File: src/rtl/cv32e40p_register_file_scrubber.sv
// Queues ECC-corrected register words flagged by the read-port decoders and writes them back through port B.
// Latency: 1 cycle from fault to scrub_we_o on an empty queue; request is held stable until scrub_gnt_i accepts it.
module cv32e40p_register_file_scrubber #(
  parameter int unsigned ADDR_WIDTH = 6,
  parameter int unsigned DATA_WIDTH = 32,
  parameter int unsigned DEPTH      = 2,
  parameter int unsigned CNT_WIDTH  = 8
) (
  input  logic                  clk,
  input  logic                  rst_n,
  input  logic [ADDR_WIDTH-1:0] raddr_a_i,
  input  logic [ADDR_WIDTH-1:0] raddr_b_i,
  input  logic [ADDR_WIDTH-1:0] raddr_c_i,
  input  logic [DATA_WIDTH-1:0] rdata_a_i,
  input  logic [DATA_WIDTH-1:0] rdata_b_i,
  input  logic [DATA_WIDTH-1:0] rdata_c_i,
  input  logic                  fault_a_i,
  input  logic                  fault_b_i,
  input  logic                  fault_c_i,
  input  logic                  we_a_i,
  input  logic [ADDR_WIDTH-1:0] waddr_a_i,
  input  logic                  we_b_i,
  input  logic [ADDR_WIDTH-1:0] waddr_b_i,
  input  logic                  scrub_gnt_i,
  output logic                  scrub_we_o,
  output logic [ADDR_WIDTH-1:0] scrub_waddr_o,
  output logic [DATA_WIDTH-1:0] scrub_wdata_o,
  input  logic                  clear_i,
  output logic [CNT_WIDTH-1:0]  fault_count_o,
  output logic                  drop_o,
  output logic                  pending_o
);

  localparam int unsigned PW = (DEPTH > 1) ? $clog2(DEPTH) : 1;
  localparam int unsigned OW = $clog2(DEPTH + 1);
  localparam int unsigned SW = CNT_WIDTH + 2;

  typedef enum logic {IDLE, REQ} state_e;
  state_e state_q, state_d;

  logic [ADDR_WIDTH-1:0] addr_q [DEPTH];
  logic [ADDR_WIDTH-1:0] addr_d [DEPTH];
  logic [DATA_WIDTH-1:0] data_q [DEPTH];
  logic [DATA_WIDTH-1:0] data_d [DEPTH];
  logic [DEPTH-1:0]      vld_q, vld_d, cancel;
  logic [PW-1:0]         rd_ptr_q, rd_ptr_d, wr_ptr_q, wr_ptr_d;
  logic [OW-1:0]         occ_q, occ_d, free, n_enq;
  logic [CNT_WIDTH-1:0]  cnt_q, cnt_d;
  logic                  drop_q, drop_d;

  logic [ADDR_WIDTH-1:0] cand_addr [3];
  logic [DATA_WIDTH-1:0] cand_data [3];
  logic [2:0]            cand_flt, flt_ok, enq_req;
  logic [1:0]            n_flt;
  logic [SW-1:0]         cnt_sum;
  logic                  head_live, accept, pop, overflow;

  assign cand_addr[0] = raddr_a_i;
  assign cand_addr[1] = raddr_b_i;
  assign cand_addr[2] = raddr_c_i;
  assign cand_data[0] = rdata_a_i;
  assign cand_data[1] = rdata_b_i;
  assign cand_data[2] = rdata_c_i;
  assign cand_flt     = {fault_c_i, fault_b_i, fault_a_i};

  // A core write to a queued address makes that entry obsolete immediately.
  always_comb begin
    cancel = '0;
    for (int i = 0; i < DEPTH; i++) begin
      cancel[i] = vld_q[i] & ((we_a_i && (waddr_a_i == addr_q[i])) ||
                              (we_b_i && (waddr_b_i == addr_q[i])));
    end
  end

  assign head_live  = vld_q[rd_ptr_q] & ~cancel[rd_ptr_q];
  assign scrub_we_o = (state_q == REQ) & head_live;
  assign accept     = scrub_we_o & scrub_gnt_i;
  // Dead (cancelled) heads are popped without a write.
  assign pop        = (occ_q != '0) & (accept | ~head_live);

  always_comb begin
    flt_ok  = '0;
    enq_req = '0;
    n_flt   = '0;
    for (int p = 0; p < 3; p++) begin
      flt_ok[p] = cand_flt[p] && (cand_addr[p] != '0) &&
                  !(we_a_i && (waddr_a_i == cand_addr[p])) &&
                  !(we_b_i && (waddr_b_i == cand_addr[p]));
      n_flt      = n_flt + 2'(flt_ok[p]);
      enq_req[p] = flt_ok[p];
      for (int q = 0; q < p; q++) begin
        if (flt_ok[q] && (cand_addr[q] == cand_addr[p])) enq_req[p] = 1'b0;
      end
      for (int i = 0; i < DEPTH; i++) begin
        if (vld_q[i] && (addr_q[i] == cand_addr[p])) enq_req[p] = 1'b0;
      end
    end
  end

  always_comb begin
    addr_d = addr_q;
    data_d = data_q;
    vld_d  = vld_q & ~cancel;
    if (pop) vld_d[rd_ptr_q] = 1'b0;
    rd_ptr_d = pop ? rd_ptr_q + 1'b1 : rd_ptr_q;
    // A slot freed by this cycle's pop is reusable immediately.
    free     = OW'(DEPTH) - occ_q + OW'(pop);
    wr_ptr_d = wr_ptr_q;
    n_enq    = '0;
    overflow = 1'b0;
    for (int p = 0; p < 3; p++) begin
      if (enq_req[p]) begin
        if (n_enq < free) begin
          addr_d[wr_ptr_d] = cand_addr[p];
          data_d[wr_ptr_d] = cand_data[p];
          vld_d[wr_ptr_d]  = 1'b1;
          wr_ptr_d         = wr_ptr_d + 1'b1;
          n_enq            = n_enq + 1'b1;
        end else begin
          overflow = 1'b1;
        end
      end
    end
    occ_d   = occ_q - OW'(pop) + n_enq;
    cnt_sum = {2'b00, cnt_q} + SW'(n_flt);
    cnt_d   = clear_i ? '0 : ((cnt_sum[SW-1:CNT_WIDTH] != '0) ? '1 : cnt_sum[CNT_WIDTH-1:0]);
    drop_d  = clear_i ? 1'b0 : (drop_q | overflow);
  end

  always_comb begin
    state_d = state_q;
    unique case (state_q)
      IDLE:    if (vld_d != '0) state_d = REQ;
      REQ:     if (vld_d == '0) state_d = IDLE;
      default: state_d = IDLE;
    endcase
  end

  always_ff @(posedge clk or negedge rst_n) begin
    if (!rst_n) begin
      state_q  <= IDLE;
      vld_q    <= '0;
      rd_ptr_q <= '0;
      wr_ptr_q <= '0;
      occ_q    <= '0;
      cnt_q    <= '0;
      drop_q   <= 1'b0;
      for (int i = 0; i < DEPTH; i++) begin
        addr_q[i] <= '0;
        data_q[i] <= '0;
      end
    end else begin
      state_q  <= state_d;
      vld_q    <= vld_d;
      rd_ptr_q <= rd_ptr_d;
      wr_ptr_q <= wr_ptr_d;
      occ_q    <= occ_d;
      cnt_q    <= cnt_d;
      drop_q   <= drop_d;
      addr_q   <= addr_d;
      data_q   <= data_d;
    end
  end

  assign scrub_waddr_o = addr_q[rd_ptr_q];
  assign scrub_wdata_o = data_q[rd_ptr_q];
  assign fault_count_o = cnt_q;
  assign drop_o        = drop_q;
  assign pending_o     = |vld_q;

endmodule

File: config.mk
export PLATFORM = sky130hd
export DESIGN_NAME = cv32e40p_register_file_scrubber
export DESIGN_NICKNAME = d
export VERILOG_FILES = /design/src/rtl/cv32e40p_register_file_scrubber.sv
export SDC_FILE = /design/constraint.sdc
export NUM_CORES = 1
export LEC_CHECK = 0
export BUFFER_PORTS_ARGS = -buffer_cell sky130_fd_sc_hd__buf_2
export CAP_MARGIN = 25
export CORE_MARGIN = 10
export CORE_UTILIZATION = 60
export CTS_CLUSTER_DIAMETER = 120
export DETAILED_ROUTE_END_ITERATION = 10
export GPL_ROUTABILITY_DRIVEN = 0
export HOLD_SLACK_MARGIN = 0.12
export PLACE_DENSITY = 0.88
export SLEW_MARGIN = 10
export SYNTH_ARGS = -nofsm -noshare
export SYNTH_HDL_FRONTEND = slang
export SYNTH_SLANG_ARGS = --single-unit
File: constraint.sdc
create_clock -name clk -period 8.63 [get_ports clk]
set_input_delay 2.589 -clock clk [delete_from_list [all_inputs] [get_ports clk]]
set_output_delay 2.589 -clock clk [all_outputs]
set_load 0.03 [all_outputs]
==> metrics.md <==
| Metric | Value |
|---|---|
| Nets | `978` |
| Largest net degree at the start of global routing | `58` |
| Max Slew Vio Count | `0` |
| FF-to-FF End | `occ_q[1]` |
| Dominant synthesized flop cell | `dfrtp_1` |
| First-iteration detailed-routing DRC count | `485` |
| Synthesized area | `7812 sq um` |
| Num CTS Buffers | `9` |
| Num ports | `184` |
| First-pass GRT wire length | `34490 um` |
| Post-synth cell types | `58` |
| Type of origin of the critical path | `input pin` |
| DRC violations left | `0` |
| Setup crit start | `waddr_b_i[5]` |
| Max Clock Freq | `125.9 MHz` |
| Skew-Pair Late Insertion Delay | `0.34 ns` |
| FILL cells | `940` |
| WL per Instance | `21.27 um` |
| Register area | `2303 sq um` |
| Post-synth EDFFs | `0` |
| Final Setup Violations | `0` |
| CTS root buf | `clkbuf_16` |
| Worst Path Arrival | `8.20 ns` |
| CP required | `8.88 ns` |
| Reg2reg start | `addr_q[11]` |
| Tot Pwr | `3.983 mW` |
| Worst setup path class | `in -> reg` |
| Power density cells | `442.8 nW/um^2` |
| RSZ-0062 raised after global routing | `false` |
| Share of flip-flops with an asynchronous set or reset | `100.0%` |
| Clock Pin Slew Worst Setup and Hold Paths | `0.06 ns` |
| Dpl cells | `994` |
| Number of antenna violations at the first check in global routing | `1` |
| Ys Warns | `0` |
| Area Growth Syn to Fin | `15.12%` |
| DPL Wire Length | `15410 um` |
| Post-route ant nets | `0` |
| Max-cap violation count | `0` |
| Fin crit period | `7.945 ns` |
| Multi-input gate area | `5104 sq um` |
| Vias/cell | `6.017` |
| Ant diodes | `0` |
| Starting Density | `61.66%` |
| Most frequent cells in the layout | `mux2_2, buf_2, dfrtp_1, xnor2_1, xor2_1` |
| Post-placement cell area | `8652 sq um` |
| Post-route design area | `8994 sq um` |
| Via Count | `6083` |
| CORE AREA | `12670 sq um` |
| Die Y | `134.1 um` |
| Post-CTS Hold Buffers | `0` |
| Worst hold slack | `0.5461 ns` |
| First-pass detailed-route iteration total | `5` |
| Worst Tran Pin Value | `0.9286 ns` |
| Chip Width | `134.1 um` |
| Total GRT Usage | `23.58%` |
| Pleak | `3.904 nW` |
| Syn Nets | `847` |
| Final WL | `21510 um` |
| Worst r2r path cells | `23` |
| Setup TNS | `0 ns` |
| Worst IR drop on VDD | `0.0003286 V` |
| Worst setup path end | `occ_q[1]` |
| Rel. slew slack | `37.91%` |
| Hold path startpoint | `drop_o` |
| Number of global-route vias before repair | `6766` |
| Met1 WL | `8430 um` |
| Total setup buffers inserted after CTS | `0` |
| Max FO, Critical Path | `7` |
| Highest metal used | `met4` |
| Die area | `17990 sq um` |
| Site row count | `41` |
| Syn avg cell area | `11.10 sq um` |
| Synth top area share | `35.75%` |
| Final Hold Violating Endpoints | `0` |
| Routed wl met3 | `1621 um` |
| Area contributors post-synth | `mux2_2, dfrtp_1, xnor2_1` |
| Clock skew | `0.005964 ns` |
| Layout cell share with drive strength beyond 1 | `57.33%` |
| WL met2 | `10740 um` |
| CTS Buffer Depth | `2` |
| Register area share after synthesis | `29.47%` |
| Fin cells | `1011` |
| Clock sink count | `92` |
| Worst Setup End Kind | `flip-flop` |
| GRT overflow | `0` |
| CTS tree | `built` |
| R2R Setup Slk | `2.51 ns` |
| Final period util | `92.06%` |
| Most common cell after layout, fill and taps aside | `mux2_2` |
| I/O Buffers | `183` |
| Register bit total from synthesis | `92` |
| Tightest Hold Check Type | `reg -> reg` |
| Yosys top cell by area | `mux2_2` |
| Synthesized instance count | `704` |
| Status | `finished clean` |
| H-tree depth | `3` |
| CTS resizes | `0` |
-- logic make-up after synthesis --
family          after synthesis  synth area share (%)
xor+xnor                    123                 13.79
buf+inv                      81                 5.301
flops                        92                 29.47
mux                         266                 38.77
fa+ha+maj                     9                 1.602
simple gates                 94                 7.079
compound gates               39                 3.988
-- state kept, by name, summed over array words and instances (netlist names) --
name           count
addr_q            12
data_q            64
drop_o             1
fault_count_o      8
occ_q              2
rd_ptr_q           1
state_q            1
vld_q              2
wr_ptr_q           1
-- routing by layer --
layer	up-vias	GRT usage [%]
li1	2776	-
met1	2954	26.77
met2	293	41.22
met3	60	5.527
met4	0	10.46
met5	-	0
-- cell usage after synthesis (3+ instances only) --
master / n
xor2_1: 56
or3_1: 3
a21o_1: 3
nor3_1: 5
or4_1: 6
nand4_1: 23
mux2_2: 248
clkbuf_1: 12
nor4_1: 12
a31oi_1: 3
o21ai_0: 3
inv_1: 8
o211ai_1: 4
nor2_1: 15
mux2_1: 9
dfrtp_1: 92
buf_4: 7
a21oi_1: 9
nand3_1: 6
buf_1: 6
mux2_4: 9
buf_2: 42
nand2b_1: 4
nand2_1: 5
ha_1: 6
buf_6: 4
xnor2_1: 67
or2_2: 3
-- metrics by stage --
step,worst slack (ns),utilization [%]
finish,0.6851,70.98
global route,0.2633,70.98
CTS,0.7827,70.66
detailed placement,0.4398,68.28
global placement,0.7096,68.12
floorplan,1.124,-
-- power by group --
group          switching [mW]  internal, mW  leakage [nW]
clock network           0.164         0.238         0.151
registers               0.199         0.666          1.09
logic                    1.29          1.43          2.67
total                    1.65          2.33          3.90
-- worst max-delay path, stage by stage --
cell and delay [ns]:
buf_2 0.14, xor2_1 0.16, or4_1 0.57, nand3_1 0.16, nor2_1 0.05, a21oi_1 0.18, o22ai_1 0.16, ha_1 0.22
xnor2_1 0.33, inv_1 0.20, nor4_1 0.53, and3_1 0.26, ha_1 0.26, nor2_1 0.19, a31oi_1 0.10, a211oi_4 0.46
xor2_1 0.19, ha_1 0.24, inv_1 0.06, ha_1 0.16, xor2_1 0.20, xnor2_1 0.18, or3b_2 0.46, o211ai_1 0.16
-- cell type report --
cell class / instances / area share (%)
multi-input combinational: 531 / 56.75
timing repair buffer: 192 / 11.52
clock inverter: 4 / 0.5426
tap: 172 / 2.393
inverter: 9 / 0.3756
sequential: 92 / 25.61
clock buffer: 11 / 2.810
-- how the worst min path moves through the flow --
stage                          end  slack [ns]  cells after the start
after floorplan           occ_q[0]        0.52                      1
after global placement      drop_o        0.49                      2
after detailed placement    drop_o        0.49                      2
after CTS                   drop_o        0.53                      2
after global routing        drop_o        0.57                      2
final                       drop_o        0.55                      2
Power figures use the tool's default switching activity.
